$ cat src/rtl/taxi_qsfp_port_mgr.sv
// taxi_qsfp_port_mgr: per-cage QSFP presence debounce, reset/init sequencing and interrupt latching
module taxi_qsfp_port_mgr #(
  parameter int PORTS           = 9,
  parameter int DEBOUNCE_CYCLES = 125000,
  parameter int RESET_CYCLES    = 1250,
  parameter int INIT_CYCLES     = 250000000
) (
  input  logic             clk,
  input  logic             rst,
  input  logic [PORTS-1:0] port_modprsl,
  input  logic [PORTS-1:0] port_intl,
  output logic [PORTS-1:0] port_resetl,
  input  logic [PORTS-1:0] reset_req,
  input  logic [PORTS-1:0] int_clear,
  output logic [PORTS-1:0] port_present,
  output logic [PORTS-1:0] port_ready,
  output logic [PORTS-1:0] port_int,
  output logic [PORTS-1:0] status_change
);
  localparam int DW = $clog2(DEBOUNCE_CYCLES + 1);
  localparam int TM = (RESET_CYCLES > INIT_CYCLES) ? RESET_CYCLES : INIT_CYCLES;
  localparam int TW = (TM > 1) ? $clog2(TM) : 1;
  localparam logic [DW-1:0] DB_MAX   = DW'(DEBOUNCE_CYCLES);
  localparam logic [TW-1:0] RST_END  = TW'(RESET_CYCLES - 1);
  localparam logic [TW-1:0] INIT_END = TW'(INIT_CYCLES - 1);
  typedef enum logic [1:0] {ABSENT, RESET, INIT, READY} state_e;
  logic [PORTS-1:0] prs_s1_q, prs_s2_q, int_s1_q, int_s2_q;
  always_ff @(posedge clk) begin
    if (rst) begin
      prs_s1_q <= '1;
      prs_s2_q <= '1;
      int_s1_q <= '1;
      int_s2_q <= '1;
    end else begin
      prs_s1_q <= port_modprsl;
      prs_s2_q <= prs_s1_q;
      int_s1_q <= port_intl;
      int_s2_q <= int_s1_q;
    end
  end
  for (genvar i = 0; i < PORTS; i++) begin : g_port
    logic [DW-1:0] cnt_q, cnt_d;
    logic [TW-1:0] tmr_q, tmr_d;
    state_e        st_q, st_d;
    logic          pres_q, pres_d, int_q, int_d, rdy_q, rstl_q, sc_q;
    always_comb begin
      // stability is judged on the sample entering the last sync stage
      cnt_d  = (prs_s1_q[i] != prs_s2_q[i]) ? '0 : (cnt_q == DB_MAX) ? cnt_q : cnt_q + 1'b1;
      pres_d = (cnt_q == DB_MAX) ? ~prs_s2_q[i] : pres_q;
      st_d   = st_q;
      tmr_d  = tmr_q + 1'b1;
      if (!pres_q) begin
        st_d  = ABSENT;
        tmr_d = '0;
      end else if (reset_req[i] && st_q != ABSENT) begin
        st_d  = RESET;
        tmr_d = '0;
      end else begin
        case (st_q)
          ABSENT: begin
            st_d  = RESET;
            tmr_d = '0;
          end
          RESET: if (tmr_q == RST_END) begin
            st_d  = INIT;
            tmr_d = '0;
          end
          INIT: if (tmr_q == INIT_END) begin
            st_d  = READY;
            tmr_d = '0;
          end
          default: tmr_d = '0;
        endcase
      end
      int_d = (st_d == ABSENT) ? 1'b0 :
              (st_q == READY && !int_s2_q[i]) ? 1'b1 :
              int_clear[i] ? 1'b0 : int_q;
    end
    always_ff @(posedge clk) begin
      if (rst) begin
        cnt_q  <= '0;
        tmr_q  <= '0;
        st_q   <= ABSENT;
        pres_q <= 1'b0;
        int_q  <= 1'b0;
        rdy_q  <= 1'b0;
        rstl_q <= 1'b0;
        sc_q   <= 1'b0;
      end else begin
        cnt_q  <= cnt_d;
        tmr_q  <= tmr_d;
        st_q   <= st_d;
        pres_q <= pres_d;
        int_q  <= int_d;
        rdy_q  <= (st_d == READY);
        rstl_q <= (st_d == INIT) || (st_d == READY);
        sc_q   <= (pres_d != pres_q) || ((st_d == READY) != rdy_q);
      end
    end
    assign port_present[i]  = pres_q;
    assign port_ready[i]    = rdy_q;
    assign port_resetl[i]   = rstl_q;
    assign port_int[i]      = int_q;
    assign status_change[i] = sc_q;
  end
endmodule

$ cat config.mk
export PLATFORM = sky130hd
export DESIGN_NAME = taxi_qsfp_port_mgr
export DESIGN_NICKNAME = d
export VERILOG_FILES = /design/src/rtl/taxi_qsfp_port_mgr.sv
export SDC_FILE = /design/constraint.sdc
export NUM_CORES = 1
export LEC_CHECK = 0
export CAP_MARGIN = 10
export CELL_PAD_IN_SITES_DETAIL_PLACEMENT = 1
export CELL_PAD_IN_SITES_GLOBAL_PLACEMENT = 1
export CORE_ASPECT_RATIO = 0.6
export CORE_MARGIN = 5
export CORE_UTILIZATION = 51
export DETAILED_ROUTE_END_ITERATION = 7
export PLACE_DENSITY = 0.89
export RECOVER_POWER = 100
export SYNTH_ARGS = -nofsm -noshare
export SYNTH_HDL_FRONTEND = slang
export SYNTH_SLANG_ARGS = --single-unit
$ cat constraint.sdc
create_clock -name clk -period 3.7 [get_ports clk]
set_input_delay 0.74 -clock clk [delete_from_list [all_inputs] [get_ports clk]]
set_output_delay 0.74 -clock clk [all_outputs]
set_load 0.02 [all_outputs]
==> results.py, run 1 <==
metrics = {
    "status": {
        "status": "finished, violations left",
        "violations": "capacitance limit, slew limit",
    },
    "yosys": {
        "seq_area_frac_synth_pct": 43.0,
        "syn_avg_cell_area_um2": 8.66,
        "synth_cell_types": 71,
        "ys_seq_elements": 504,
        "netlist_instances": 2709,
        "synth_edf_count": 0,
        "synthArstFlopShare_pct": 0,
        "synth_flop_cell": "dfxtp_1",
        "synth.top_cell.area_share_pct": 43.0,
        "synth_area_leaders": "dfxtp_1, nor2_1, xor2_1",
        "syn-cell-area_mm2": 0.0235,
        "syn_nets": 2828,
        "yosysWarnings": 0,
        "yosysTopAreaCell": "dfxtp_1",
    },
    "placed_design": {
        "dp.cells": 3317,
        "io_buffer_count": 82,
        "pre_cts_slack_ns": 0.920,
        "routabilityCongestion": 0.824,
        "dpl.hpwl_mm": 42.3,
    },
    "clock_tree": {
        "cts_buffers": 48,
        "cts_max_level": 2,
        "cts_buffer_depth": 3,
        "post_cts_buffers": 0,
        "cts-root-buf": "clkbuf_16",
        "clk_pin_slew_ns": 0.07,
        "clock_latency_ns": 0.57,
        "clock-sinks": 504,
        "cts_tree": "yes",
        "postCtsHoldBufs": 0,
        "post_cts_resized": 0,
    },
    "detailed_routing": {
        "wl_per_cell_um": 18.0,
        "routed_wl_mm": 61.3,
        "route.vias.total": 19311,
        "ant_nets": 0,
        "drc": 0,
        "avgViaCountPerCell": 5.67,
        "dr.pass1.iters": 7,
        "drt_iter0_drc": 1232,
    },
    "layout": {
        "final_common_cell": "nor2_1",
        "mostFrequentLayoutCells": "nor2_1, dfxtp_1, xor2_1",
        "fin_cells": 3405,
        "final_util_pct": 57.9,
        "syn_to_final_growth_pct": 11.3,
        "drive_gt1_share_pct": 4.67,
        "fin_nets": 2866,
        "antennaDiodeCount": 0,
    },
    "floorplanning": {
        "rows": 60,
        "die_x_um": 287,
        "coreArea_mm2": 0.0451,
        "die-area_mm2": 0.0505,
        "initial_core_util_pct": 52.0,
        "ios": 83,
        "die_h_um": 176,
    },
    "global_route": {
        "grt_max_degree": 68,
        "grt_overflow": 0,
        "antenna_found_initial": 0,
        "grt_pass1_wl_mm": 102,
        "grtUsageTotal_pct": 23.6,
        "grt_pass1_vias": 20311,
    },
    "timing": {
        "rsz0062_at_grt": "no",
        "setup_tns_ns": 0,
        "period_share_pct": 82.8,
        "maxSlewHeadroom_pct": -5.61,
        "setup_viol_count_final": 0,
        "final-max-slew-violation-count": 68,
        "setup_slack_ns": 0.636,
        "fmax_ghz": 0.326,
        "clock_skew_ns": 0.0136,
        "finalHoldViolations": 0,
        "worst-slew-pin-transition_ns": 1.58,
        "layout_min_cycle_time_ns": 3.06,
    },
    "setup_path": {
        "slowest_stage": "nor4_1",
        "crit_arrival_ns": 3.51,
        "cp_cell_sequence": "or4_1 -> or4_1 -> nor4_1 -> o31ai_1 -> or3_1 -> o2111a_1",
        "worstSetupStartpointType": "flip-flop",
        "crit_type": "flip-flop to flip-flop",
        "max_stage_delay_ns": 0.56,
        "crit_fanout": 6,
        "cpMostUsedCell": "or4_1",
        "cp-end-kind": "flip-flop",
        "crit_required_ns": 4.15,
        "crit_buf_inv": 0,
        "crit_family": "simple AND/OR/NAND/NOR gates",
    },
    "flow_run": {
        "max-cap-violations": 1,
    },
    "power": {
        "p_total_mw": 10.9,
        "irDropWorstVdd_mv": 0.375,
        "p_leak_nw": 8.64,
        "p_per_area_mw_per_mm2": 418,
    },
    "hold_path": {
        "hp-class": "flip-flop to flip-flop",
    },
}
==> cell usage after synthesis (all sizes together), types with 45 or more instances <==
cell type  instances
and3              45
nand3            150
nand4             91
xor2             214
nor4              50
ha                81
inv               97
dfxtp            504
nand2            195
xnor2            150
buf               58
nor3              90
nor2             508
==> through the flow <==
| stage | hold slack, ns | instance area (µm²) |
|---|---|---|
| floorplan | 0.389 | 23500 |
| global placement | 0.394 | 24600 |
| detailed placement | 0.401 | 24600 |
| CTS | 0.416 | 26200 |
| global route | 0.430 | 26100 |
| finish | 0.412 | 26100 |
==> routing by layer <==
| layer | GRT usage (%) | wire length, µm | up-vias |
|---|---|---|---|
| met5 | 0 | 0 | - |
| met4 | 5.32 | 1280 | 0 |
| met3 | 3.17 | 1610 | 103 |
| met2 | 41.6 | 29600 | 207 |
| met1 | 31.0 | 28700 | 9671 |
| li1 | - | - | 9330 |
==> cell type report <==
cell class,count,area (µm²)
fill,5264,19000
multi-input combinational,2006,12400
sequential,504,10100
clock buffer,63,1350
timing repair buffer,90,862
tap,620,776
inverter,97,364
clock inverter,25,295
==> where the power goes <==
part           internal, mW  total [mW]  switching, mW
Combinational        0.0897       0.216          0.126
Sequential             5.46        5.50         0.0385
Clock                  3.00        5.21           2.21
Total                  8.55        10.9           2.38
==> registers in the layout (all words and copies together), names as in the netlist <==
register       flops
g_port.cnt_q     153
g_port.int_q       9
g_port.pres_q      9
g_port.rdy_q       9
g_port.rstl_q      9
g_port.sc_q        9
g_port.st_q       18
g_port.tmr_q     252
int_s1_q           9
int_s2_q           9
prs_s1_q           9
prs_s2_q           9
==> worst reg2reg max path: cells and delay by family, from the launching register on <==
kind	cells	cell delay (ns)
compound gates	2	0.58
flops	1	0.36
simple gates	4	2.01
==> cells by family after synthesis <==
| group | count (synthesis) | synth area share (%) |
|---|---|---|
| DFF | 504 | 43.0 |
| xor gates and xnor gates | 364 | 13.6 |
| AOI/OAI and AO/OA | 171 | 4.94 |
| and+or+nand+nor | 1386 | 30.0 |
| adders and majority gates | 81 | 4.32 |
| buffers and inverters | 199 | 3.98 |
| muxes | 4 | 0.171 |
==> final timing paths <==
path / startpoint / to / slack (ns) / cells after the start
setup / recovery: g_port[0].tmr_q[17] / g_port[0].sc_q / 0.64 / 6
hold reg to reg: int_s1_q[0] / int_s2_q[0] / 0.41 / 1
setup reg to reg: g_port[0].tmr_q[17] / g_port[0].sc_q / 0.64 / 6
hold / removal: int_s1_q[0] / int_s2_q[0] / 0.41 / 1
Note: power is estimated with default switching activity, not from simulation.
==> run 2: changes to the inputs <==
Settings changed: CORE_UTILIZATION 51 to 47, PLACE_DENSITY 0.89 to 0.84.
Clock period 3.7 ns to 3.1 ns, I/O delays scaled along.
==> results.py, run 2 (synthesis results as in run 1) <==
metrics = {
    "detailed_routing": {
        "wl_per_cell_um": 17.0,
        "dr.pass1.iters": 5,
        "avgViaCountPerCell": 5.50,
        "drt_iter0_drc": 916,
        "ant_nets": 0,
        "routed_wl_mm": 58.5,
        "route.vias.total": 18941,
        "drc": 0,
    },
    "timing": {
        "setup_viol_count_final": 0,
        "finalHoldViolations": 0,
        "layout_min_cycle_time_ns": 2.71,
        "final-max-slew-violation-count": 43,
        "setup_tns_ns": 0,
        "fmax_ghz": 0.369,
        "clock_skew_ns": 0.0153,
        "period_share_pct": 87.4,
        "maxSlewHeadroom_pct": -23.5,
        "hold_slack_ns": 0.410,
        "rsz0062_at_grt": "no",
        "worst-slew-pin-transition_ns": 1.85,
    },
    "floorplanning": {
        "die_h_um": 183,
        "rows": 63,
        "coreArea_mm2": 0.0493,
        "initial_core_util_pct": 47.6,
        "die-area_mm2": 0.0546,
        "ios": 83,
        "die_x_um": 298,
    },
    "power": {
        "p_per_area_mw_per_mm2": 501,
        "p_total_mw": 13.2,
        "p_leak_nw": 8.74,
        "irDropWorstVdd_mv": 0.403,
    },
    "setup_path": {
        "worstSetupStartpointType": "flip-flop",
        "crit_arrival_ns": 3.20,
        "crit_path_start": "g_port[8].cnt_q[2]",
        "crit_fanout": 6,
        "r2r_start": "g_port[8].cnt_q[2]",
        "crit_type": "flip-flop to flip-flop",
        "cp-end-kind": "flip-flop",
        "crit_required_ns": 3.59,
    },
    "layout": {
        "drive_gt1_share_pct": 4.90,
        "regMostFlops": "g_port.tmr_q",
        "final_util_pct": 53.3,
        "largest_reg_flops": 252,
        "fillers": 5738,
        "mostFrequentLayoutCells": "nor2_1, dfxtp_1, xor2_1",
        "multi_input_area_mm2": 0.0124,
        "antennaDiodeCount": 0,
        "fin_cells": 3446,
        "largestRegisters": "g_port.tmr_q x252, g_port.cnt_q x153, g_port.st_q x18",
        "sequential_cell_area_mm2": 0.0101,
        "syn_to_final_growth_pct": 12.2,
        "fin_nets": 2876,
        "final_common_cell": "nor2_1",
    },
    "global_route": {
        "grt_pass1_vias": 19939,
        "grt_max_degree": 43,
        "antenna_found_initial": 0,
        "grtUsageTotal_pct": 20.8,
        "grt_pass1_wl_mm": 98.8,
        "grt_overflow": 0,
    },
    "hold_path": {
        "hp-class": "flip-flop to flip-flop",
        "hold_start": "int_s1_q[2]",
    },
    "placed_design": {
        "routabilityCongestion": 0.831,
        "dpl.hpwl_mm": 41.1,
        "io_buffer_count": 82,
        "dp.cells": 3356,
    },
    "flow_run": {
        "max-cap-violations": 1,
    },
    "clock_tree": {
        "cts_tree": "yes",
        "cts_buffers": 49,
        "clock-sinks": 504,
        "postCtsHoldBufs": 0,
        "cts-root-buf": "clkbuf_16",
        "cts_max_level": 2,
        "post_cts_buffers": 0,
        "clk_pin_slew_ns": 0.06,
        "post_cts_resized": 0,
        "cts_buffer_depth": 3,
        "clock_latency_ns": 0.58,
    },
    "status": {
        "violations": "capacitance limit, slew limit",
        "status": "finished, violations left",
    },
}
[run 2: metrics by stage]
| step | cell area [µm²] | setup WS (ns) |
|---|---|---|
| after floorplan | 23500 | 0.725 |
| after global placement | 24700 | 0.541 |
| after detailed placement | 24700 | 0.476 |
| after CTS | 26400 | 0.470 |
| after global routing | 26300 | 0.147 |
| final | 26300 | 0.391 |
[run 2: report_power, final]
group	leakage, nW	internal (mW)	total [mW]	switching (mW)
registers	4.07	6.52	6.56	0.0447
logic	3.83	0.103	0.247	0.144
clock network	0.836	3.75	6.37	2.62
[run 2: worst paths after layout]
path | to | slack, ns | cells after the start
max | g_port[8].sc_q | 0.39 | 6
min | int_s2_q[2] | 0.41 | 1
max reg2reg | g_port[8].sc_q | 0.39 | 6
min reg2reg | int_s2_q[2] | 0.41 | 1
[run 2: layout make-up]
| type | count | share of cell area [%] |
|---|---|---|
| Timing Repair Buffer | 99 | 3.48 |
| Multi-Input combinational cell | 2006 | 47.2 |
| Inverter | 97 | 1.38 |
| Sequential cell | 504 | 38.3 |
| Tap cell | 650 | 3.09 |
| Clock buffer | 70 | 5.50 |
| Clock inverter | 20 | 1.00 |
[run 2: critical path, stage by stage, from the launching register on]
cell and delay (ns):
dfxtp_1 0.35, or4b_1 0.52, nor4_1 0.69, nand2_1 0.31
o21a_1 0.25, a311o_1 0.34, nor3_1 0.16
[run 2: routing by layer]
metal | part of all wire (%) | GRT usage (%) | vias up | wire length (µm)
met2 | 48 | 36.3 | 210 | 27800
met1 | 48 | 27.8 | 9314 | 27900
met5 | 0 | 0 | - | 0
met4 | 1.8 | 4.42 | 0 | 1060
met3 | 2.8 | 3.06 | 78 | 1650
li1 | - | - | 9339 | -
